**src/rtl/rx_decimator.sv**
```systemverilog
// rx_decimator
//   Block-average decimator with a first-word-fall-through output FIFO.
//   One input sample is captured per SAMPLE_PERIOD clocks, when the phase
//   counter equals CAPTURE_PHASE. Each group of DECIM = 2^LOG2_DECIM
//   captures is summed and divided by DECIM with an arithmetic shift, which
//   rounds toward negative infinity. The result enters the FIFO one clock
//   after the last capture of the group.
//
// Ports
//   crx_clk          in   sole clock, rising edge
//   rrx_rst_n        in   asynchronous assert, synchronised release, active low
//   erx_en           in   enable; low clears all non-reset state on the next edge
//   ifiltered_sample in   16-bit signed filtered input sample
//   iready           in   downstream ready; pops the FIFO head when ovalid is high
//   odata            out  16-bit signed FIFO head, 0 when the FIFO is empty
//   ovalid           out  FIFO non-empty
//   ooverflow        out  sticky: a result was dropped because the FIFO was full
//   ofifo_count      out  FIFO occupancy, 0..FIFO_DEPTH
module rx_decimator #(
  parameter int SAMPLE_PERIOD = 128,
  parameter int CAPTURE_PHASE = 1,
  parameter int LOG2_DECIM    = 2,
  parameter int FIFO_DEPTH    = 8
) (
  input  logic                         crx_clk,
  input  logic                         rrx_rst_n,
  input  logic                         erx_en,
  input  logic [15:0]                  ifiltered_sample,
  input  logic                         iready,
  output logic [15:0]                  odata,
  output logic                         ovalid,
  output logic                         ooverflow,
  output logic [$clog2(FIFO_DEPTH):0]  ofifo_count
);

  localparam int PW    = $clog2(SAMPLE_PERIOD);
  localparam int CW    = LOG2_DECIM;
  localparam int AW    = 16 + LOG2_DECIM;
  localparam int FW    = $clog2(FIFO_DEPTH);
  localparam int DECIM = 1 << LOG2_DECIM;

  localparam logic [PW-1:0] PHASE_LAST  = PW'(SAMPLE_PERIOD - 1);
  localparam logic [PW-1:0] PHASE_CAPT  = PW'(CAPTURE_PHASE);
  localparam logic [CW-1:0] CNT_LAST    = CW'(DECIM - 1);
  localparam logic [FW:0]   COUNT_FULL  = (FW + 1)'(FIFO_DEPTH);

  // Reset release is registered so that the edge which releases reset does
  // not advance any state; counting starts on the edge after that.
  logic rst_sync_reg;
  logic active;

  logic [PW-1:0]        phase_reg;
  logic [CW-1:0]        cnt_reg;
  logic signed [AW-1:0] acc_reg;
  logic signed [AW-1:0] sample_ext;
  logic signed [AW-1:0] sum_next;
  logic [15:0]          block_result;
  logic [15:0]          result_reg;
  logic                 pending_reg;
  logic                 capture;
  logic                 capture_last;

  logic [15:0]  mem [FIFO_DEPTH];
  logic [FW-1:0] wr_ptr_reg;
  logic [FW-1:0] rd_ptr_reg;
  logic [FW:0]   count_reg;
  logic [FW:0]   count_next;
  logic          overflow_reg;
  logic          full;
  logic          nonempty;
  logic          pop;
  logic          push;
  logic          drop;

  always_ff @(posedge crx_clk or negedge rrx_rst_n) begin
    if (!rrx_rst_n) begin
      rst_sync_reg <= 1'b0;
    end else begin
      rst_sync_reg <= 1'b1;
    end
  end

  assign active = rst_sync_reg && erx_en;

  // Phase counter: 0 in the first enabled cycle, wraps at SAMPLE_PERIOD-1.
  always_ff @(posedge crx_clk or negedge rrx_rst_n) begin
    if (!rrx_rst_n) begin
      phase_reg <= '0;
    end else if (!active) begin
      phase_reg <= '0;
    end else if (phase_reg == PHASE_LAST) begin
      phase_reg <= '0;
    end else begin
      phase_reg <= phase_reg + PW'(1);
    end
  end

  assign capture      = active && (phase_reg == PHASE_CAPT);
  assign capture_last = capture && (cnt_reg == CNT_LAST);

  // Sign-extended sample and running sum; the accumulator is exactly wide
  // enough for DECIM full-scale samples, so no saturation is required.
  assign sample_ext = AW'($signed(ifiltered_sample));
  assign sum_next   = acc_reg + sample_ext;
  // Dropping the low LOG2_DECIM bits of the signed sum is the arithmetic
  // right shift; the remaining 16 bits always fit the output range.
  assign block_result = sum_next[AW-1:LOG2_DECIM];

  always_ff @(posedge crx_clk or negedge rrx_rst_n) begin
    if (!rrx_rst_n) begin
      acc_reg     <= '0;
      cnt_reg     <= '0;
      result_reg  <= '0;
      pending_reg <= 1'b0;
    end else if (!active) begin
      acc_reg     <= '0;
      cnt_reg     <= '0;
      pending_reg <= 1'b0;
    end else begin
      pending_reg <= capture_last;
      if (capture_last) begin
        result_reg <= block_result;
        acc_reg    <= '0;
        cnt_reg    <= '0;
      end else if (capture) begin
        acc_reg <= sum_next;
        cnt_reg <= cnt_reg + CW'(1);
      end
    end
  end

  // FIFO control. A push into a full FIFO only succeeds when the head is
  // popped on the same edge; otherwise the result is dropped.
  assign nonempty = (count_reg != '0);
  assign full     = (count_reg == COUNT_FULL);
  assign pop      = active && nonempty && iready;
  assign push     = active && pending_reg && (!full || pop);
  assign drop     = active && pending_reg && full && !pop;

  always_comb begin
    count_next = count_reg;
    case ({push, pop})
      2'b10:   count_next = count_reg + (FW + 1)'(1);
      2'b01:   count_next = count_reg - (FW + 1)'(1);
      default: count_next = count_reg;
    endcase
  end

  always_ff @(posedge crx_clk or negedge rrx_rst_n) begin
    if (!rrx_rst_n) begin
      wr_ptr_reg   <= '0;
      rd_ptr_reg   <= '0;
      count_reg    <= '0;
      overflow_reg <= 1'b0;
    end else if (!active) begin
      wr_ptr_reg   <= '0;
      rd_ptr_reg   <= '0;
      count_reg    <= '0;
      overflow_reg <= 1'b0;
    end else begin
      if (push) begin
        wr_ptr_reg <= wr_ptr_reg + FW'(1);
      end
      if (pop) begin
        rd_ptr_reg <= rd_ptr_reg + FW'(1);
      end
      count_reg <= count_next;
      if (drop) begin
        overflow_reg <= 1'b1;
      end
    end
  end

  // Storage has no reset; occupancy alone decides what is visible.
  always_ff @(posedge crx_clk) begin
    if (push) begin
      mem[wr_ptr_reg] <= result_reg;
    end
  end

  assign ovalid      = nonempty;
  assign odata       = nonempty ? mem[rd_ptr_reg] : 16'd0;
  assign ooverflow   = overflow_reg;
  assign ofifo_count = count_reg;

endmodule

```
**config.mk**
```make
export PLATFORM = sky130hd
export DESIGN_NAME = rx_decimator
export DESIGN_NICKNAME = d
export VERILOG_FILES = /design/src/rtl/rx_decimator.sv
export SDC_FILE = /design/constraint.sdc
export NUM_CORES = 1
export LEC_CHECK = 0
export CAP_MARGIN = 25
export CORE_MARGIN = 2
export CORE_UTILIZATION = 60
export DETAILED_ROUTE_END_ITERATION = 6
export PLACE_DENSITY_LB_ADDON = 0.1
export SYNTH_ARGS = -nofsm -noshare
export SYNTH_HDL_FRONTEND = slang
export SYNTH_SLANG_ARGS = --single-unit
```
**constraint.sdc**
```tcl
create_clock -name crx_clk -period 3.2 [get_ports crx_clk]
set_clock_uncertainty 0.15 [all_clocks]
set_input_delay 0.64 -clock crx_clk [delete_from_list [all_inputs] [get_ports crx_clk]]
set_output_delay 0.64 -clock crx_clk [all_outputs]
set_load 0.03 [all_outputs]
```
[Yosys cells after proc, flatten, opt, wreduce, memory -nomap -nowiden]
Memories as Yosys holds them, arrays and structs flattened.
Index checks and enable logic that the tools add are counted.
Operators by class
  add/sub/neg operators: 7
  multiply operators: 0
  div/mod/pow operators: 0
  order comparisons: 0
  equal/unequal tests: 11
  shift-type cells: 0
  muxes and demuxes: 20
  bitwise logic cells: 0
  reductions and logical operators: 14
Operators by type and width (number)
  $mux W18: 3
  $add A18 B16 Y18: 1
  $mux W16: 1
  $mux W7: 2
  $mux W3: 4
  $logic_and A1 B1 Y1: 9
  $pmux W4 S2: 1
  $add A7 B1 Y7 const B: 1
  $eq A7 B1 Y1 const B: 1
  $eq A7 B7 Y1 const B: 1
  $add A3 B1 Y3 const B: 2
  $mux W2: 3
  $ne A2 B1 Y1 const B: 3
  $ne A3 B1 Y1 const B: 2
  $mux W1: 5
  $add A4 B1 Y4 const B: 1
  $eq A2 B2 Y1 const B: 2
  $eq A4 B4 Y1 const B: 1
  $mux W4: 1
  $reduce_bool A4 Y1: 1
  $sub A4 B1 Y4 const B: 1
  $add A2 B1 Y2 const B: 1
  $eq A2 B1 Y1 const B: 1
  $logic_not A1 Y1: 2
  other kinds (2): 2
Word-level totals
  bits in registers: 56
  bits in latches: 0
  memory bits (writable): 128
  bits in read-only memories: 0
  input port bits: 20
  output and inout bits: 22
  word-level logic and storage cells: 63
  memories kept: 1
Memories
  mem: words 8, bits a word 16, rd ports 1, clocked after Yosys merged registers in 0, wr ports 1, RTL line 63  | logic [15:0] mem [FIFO_DEPTH];

[Logic depth before layout (Yosys ltp)]
  word-level depth: 8
  depth in mapped cells: 10
  mapped depth without buffers: 9

[Least setup slack after synthesis]
Ideal clock, no wire load.
  path kind: register to register
  start point: register count_reg[0] (netlist: ofifo_count[0])
  end point: memory mem[0][0], enable pin
  setup time: 409 ps
  data arrival time: 2557 ps
  data required time: 2641 ps
  setup slack: 84 ps
  cell stages (with the launch flop): 6
  path buffers: 0
  clock period less this slack: 3116 ps
  cell sequence: dfrtp_1 -> nor3_1 -> nand2_1 -> o21ai_1 -> or3_1 -> nor3_1
Between the ends
  longest elaborated chain between the ends: 7
  elaborated cells between the ends (all ways): 9
  classes of those cells: eq/ne (1); mux (2); reduce/logical (6)
Ends and longest elaborated chain
  start, declared: RTL line 66  | logic [FW:0] count_reg;
  start signal, assigned: RTL line 167  | count_reg <= count_next;
  $reduce_bool A4 Y1: RTL line 134  | assign nonempty = (count_reg != '0);
  $logic_and A1 B1 Y1 (2 in a row): RTL line 136  | assign pop = active && nonempty && iready;
  $logic_or A1 B1 Y1 *: RTL line 137  | assign push = active && pending_reg && (!full || pop);
  $logic_and A1 B1 Y1 *: RTL line 137
  $mux W1 *: RTL line 176  | if (push) begin
  $mux W1 (not written as such) *: RTL line 177  | mem[wr_ptr_reg] <= result_reg;
  end, declared: RTL line 63
Every way passes the cells marked *; elsewhere a longest branch is shown, timed or not.

[Worst setup path in the final report]
  start point: register rd_ptr_reg[0]
  end point: output odata[8]
Between the ends
  longest elaborated chain between the ends: 2
Ends and longest elaborated chain
  start, declared: RTL line 65  | logic [FW-1:0] rd_ptr_reg;
  start signal, assigned: RTL line 165  | rd_ptr_reg <= rd_ptr_reg + FW'(1);
  $mem_v2 Z8 W16
  $mux W16: RTL line 182  | assign odata = nonempty ? mem[rd_ptr_reg] : 16'd0;
  end, declared: RTL line 30  | output logic [15:0] odata,
No other way between the ends.

==> flow_summary.toml <==
[timing]
timing.fmax_mhz = 330.1
worst_slew_margin_rel = 0.6595
finalHoldWorstSlack_ps = 337.9
hold_viol = 0
finalCritPeriodShare = 0.9466
max_slew.worst_pin.slew_ps = 510.7
finalWorstPathRequiredPeriod_ps = 3029
setup_tns_ps = 0
slew_violations = 0
finalSetupViolations = 0
grt_setup_unrepaired = "no"

[floorplan]
site_rows = 42
fp.dieH_um = 121.3
design.core.area_um2 = 13350
floorplan.initialDensity = 0.6190
fp.dieW_um = 121.3
dieArea_um2 = 14720
ios = 42

[global_route]
antenna_found_initial = 0
grt.overflow.total = 0
grt_pass1_wl_um = 25980
global_route.peak_usage_layer = "met2"
via_count_of_the_first_global_routing_pass = 4780
grtUsageMet1 = 0.3282
grt.met3_usage = 0.04182
global_route.usage.total = 0.2412
grt_start_max_net_pins = 41
grt_util_met2 = 0.3961

[worst_setup_path]
worst_ep_arrival_time_ps = 2240
worst-path-max-fanout = 17
max_stage_delay_cell_worst_path = "sky130_fd_sc_hd__mux4_2"
r2r_setup_slack_ps = 500
crit_chain = "buf_12, mux4_2, mux2i_1, nor2_1, dlygate4sd2_1"
critical_path.startpoint_type = "flip-flop"
worst_path_dominant_cell_family = "multiplexers"
crit_required_ps = 2410
path_class = "reg2out"
critPathBufInv = 2
slowest_delay_ps = 520
worst_setup_path_end_kind = "primary output"

[synthesis]
yosys.area_share.simple = 0.07815
number_of_enable_type_register_cells_in_the_synthesized_netlist = 128
share_of_the_synthesized_area_in_compound_gates_ao_oa_aoi_oai = 0.07269
syn-instance-count = 537
mappedNetlistNets = 583
synth_area_per_cell_um2 = 15.38
synthesis.area_um2 = 8262
yosys_warnings = 0
synth-main-ff-cell = "sky130_fd_sc_hd__edfxtp_1"
synthDistinctLibCells = 68
synth-xor-area-share = 0.02711
fraction_of_the_mapped_netlist_area_in_adder_cells = 0.04119
ys_seq_elements = 184
synth-async-reset-ratio = 0.3043
synth_seq_area_share = 0.6349
synth_top_family_by_area = "multiplexers"
post_synth_mux_area_share = 0.1310

[min_path]
min-delay-path-class = "reg2reg"

[power_and_ir_drop]
clockPowerShare = 0.432
netSwitchingPower_uw = 985.9
power.share.combinational = 0.036
power.sequential.fraction = 0.532
power_density_nw_per_um2 = 493.6
netSwitchingFraction = 0.2067
p_int_mw = 3.783
p_leak_nw = 3.380
worst_ir_drop_vdd_mv = 0.2906

[clocking]
cts-root-to-sink-buffers = 2
clock-root-buffer = "sky130_fd_sc_hd__clkbuf_16"
cts_buffers = 17
cts.reportedPaths.clkPinSlew_ps = 60
worst_skew_late_latency_ps = 420
ctsHtreeMaxLevel = 4
cts.sinks = 184
cts_post_setup_buffers_inserted = 0
clock_tree_from_tritoncts = "built"

[final_layout]
layout-area-overhead-vs-synth_pct = 16.95
largest_register_ffs = 128
antennaDiodeCount = 0
postLayoutCellArea_um2 = 9662
stdcell_count = 797
final_layout_size_suffix_gt1_frac = 0.2093
finalCoreUtilization = 0.7238
fin_nets = 654

[route]
wirelength_um = 16300
ant_nets = 0
drt_first_iter_violations = 414
firstDrtPassIters = 4
drcViolationCount = 0
route.vias.total = 4818
drt-vias-per-instance = 6.045
detail_routed_net_length_per_standard_cell_um = 20.46

[placed_design]
port_buffers = 41
post_dp_cell_area_um2 = 9056
dpl.hpwl_um = 10150
dpl.cell_count = 763
gp_congestion = 0.9074

[outcome]
outcome = "finished clean"

[flow_run]
drv_cap = 0
## Yosys cell counts (10+ instances only)
master / instances / share of area
sky130_fd_sc_hd__nor2_1: 56 / 0.025
sky130_fd_sc_hd__a22o_1: 15 / 0.016
sky130_fd_sc_hd__o21ai_0: 11 / 0.0067
sky130_fd_sc_hd__mux4_2: 32 / 0.087
sky130_fd_sc_hd__xor2_1: 12 / 0.013
sky130_fd_sc_hd__mux2_2: 12 / 0.016
sky130_fd_sc_hd__ha_1: 24 / 0.036
sky130_fd_sc_hd__a21oi_1: 14 / 0.0085
sky130_fd_sc_hd__mux2i_1: 20 / 0.024
sky130_fd_sc_hd__nand2_1: 27 / 0.012
sky130_fd_sc_hd__dfrtp_1: 56 / 0.17
sky130_fd_sc_hd__xnor2_1: 11 / 0.012
sky130_fd_sc_hd__edfxtp_1: 128 / 0.47
sky130_fd_sc_hd__nand3_1: 10 / 0.0061
## worst reg2reg max path: stages (launching register included)
cell and delay (ps):
sky130_fd_sc_hd__dfrtp_1 470, sky130_fd_sc_hd__nor4_4 290, sky130_fd_sc_hd__buf_4 330, sky130_fd_sc_hd__nor3_1 140
sky130_fd_sc_hd__ha_1 280, sky130_fd_sc_hd__a21o_1 170, sky130_fd_sc_hd__a21oi_1 290, sky130_fd_sc_hd__nor3b_1 270
sky130_fd_sc_hd__o21bai_1 90, sky130_fd_sc_hd__a31oi_1 160
## timing repair
| item | 4_1_cts | 5_1_grt |
|---|---|---|
| gates resized for setup | 15 | 5 |
| endpoints found under the setup margin | 16 | 4 |
| hold buffers | 1 | 0 |
| endpoints found under the hold margin | 16 | 0 |
| gates cloned | 1 | 0 |
## per-layer routing
layer | routed length, µm | up-vias | share of wire
met5 | 0 | - | 0
met4 | 332 | 0 | 0.020
met3 | 940 | 25 | 0.058
met2 | 8078 | 157 | 0.50
met1 | 6953 | 2420 | 0.43
li1 | - | 2216 | -
## stage by stage
| step | worst slack (ps) | total power [mW] |
|---|---|---|
| 3_5_place_dp | -22.75 | 2.758 |
| 3_3_place_gp | -11.89 | 2.754 |
| 6_report | 170.9 | 4.769 |
| 2_1_floorplan | 83.95 | 2.688 |
| 4_1_cts | 0.07461 | 4.796 |
| 5_1_grt | 66.71 | 4.911 |
## worst paths after layout
check                               start        endpoint  cells after the start
max                         rd_ptr_reg[0]        odata[8]                      5
min                          phase_reg[0]    phase_reg[0]                      1
max reg2reg                ofifo_count[1]  ofifo_count[3]                      9
min reg2reg                  phase_reg[0]    phase_reg[0]                      1
max in group asynchronous       rrx_rst_n   result_reg[4]                      3
min in group asynchronous       rrx_rst_n  ofifo_count[1]                      2
## cells by family (layout without fill, tap and decap cells)
logic type | count (synthesis) | after routing
AO/OA/AOI/OAI | 77 | 77
XOR/XNOR | 24 | 24
adder cells (fa/ha/maj) | 26 | 26
buffers and inverters | 27 | 111
flip-flops | 184 | 184
multiplexers | 66 | 66
other | 1 | 1
AND/OR/NAND/NOR | 132 | 132
## final cells by class
class                           count  area, µm²
Clock buffer                       19      442.9
Tap cell                          176      220.2
Inverter                            8      30.03
Clock inverter                     13      143.9
Multi-Input combinational cell    326       2907
Sequential cell                   184       5246
Timing Repair Buffer               71      671.9
Fill cell                         863       3686
## cell usage in the layout (no fill, tap or decap), drive strengths merged, types with 3 or more instances in the layout
cell / n
clkbuf: 20
edfxtp: 128
inv: 11
dlygate4sd2: 13
nor2b: 3
clkdlybuf4s50: 24
and3: 3
ha: 24
mux4: 32
nand2: 28
mux2: 14
o21a: 5
xnor2: 11
a22o: 15
nand4: 4
mux2i: 20
nor2: 56
xor2: 12
dfrtp: 56
nand3: 11
nor3: 9
a21o: 3
clkinv: 7
nand4b: 3
o21ai: 16
buf: 30
a21oi: 17
nand2b: 4
or3: 5
## power by group through the flow
stage          clock network (mW)  logic (mW)  registers (mW)
6_report                     2.06       0.173            2.54
5_1_grt                      2.18       0.192            2.54
4_1_cts                      2.09       0.174            2.54
3_5_place_dp                    0       0.172            2.59
3_3_place_gp                    0       0.168            2.59
2_1_floorplan                   0       0.104            2.58
Power figures use the tool's default switching activity.
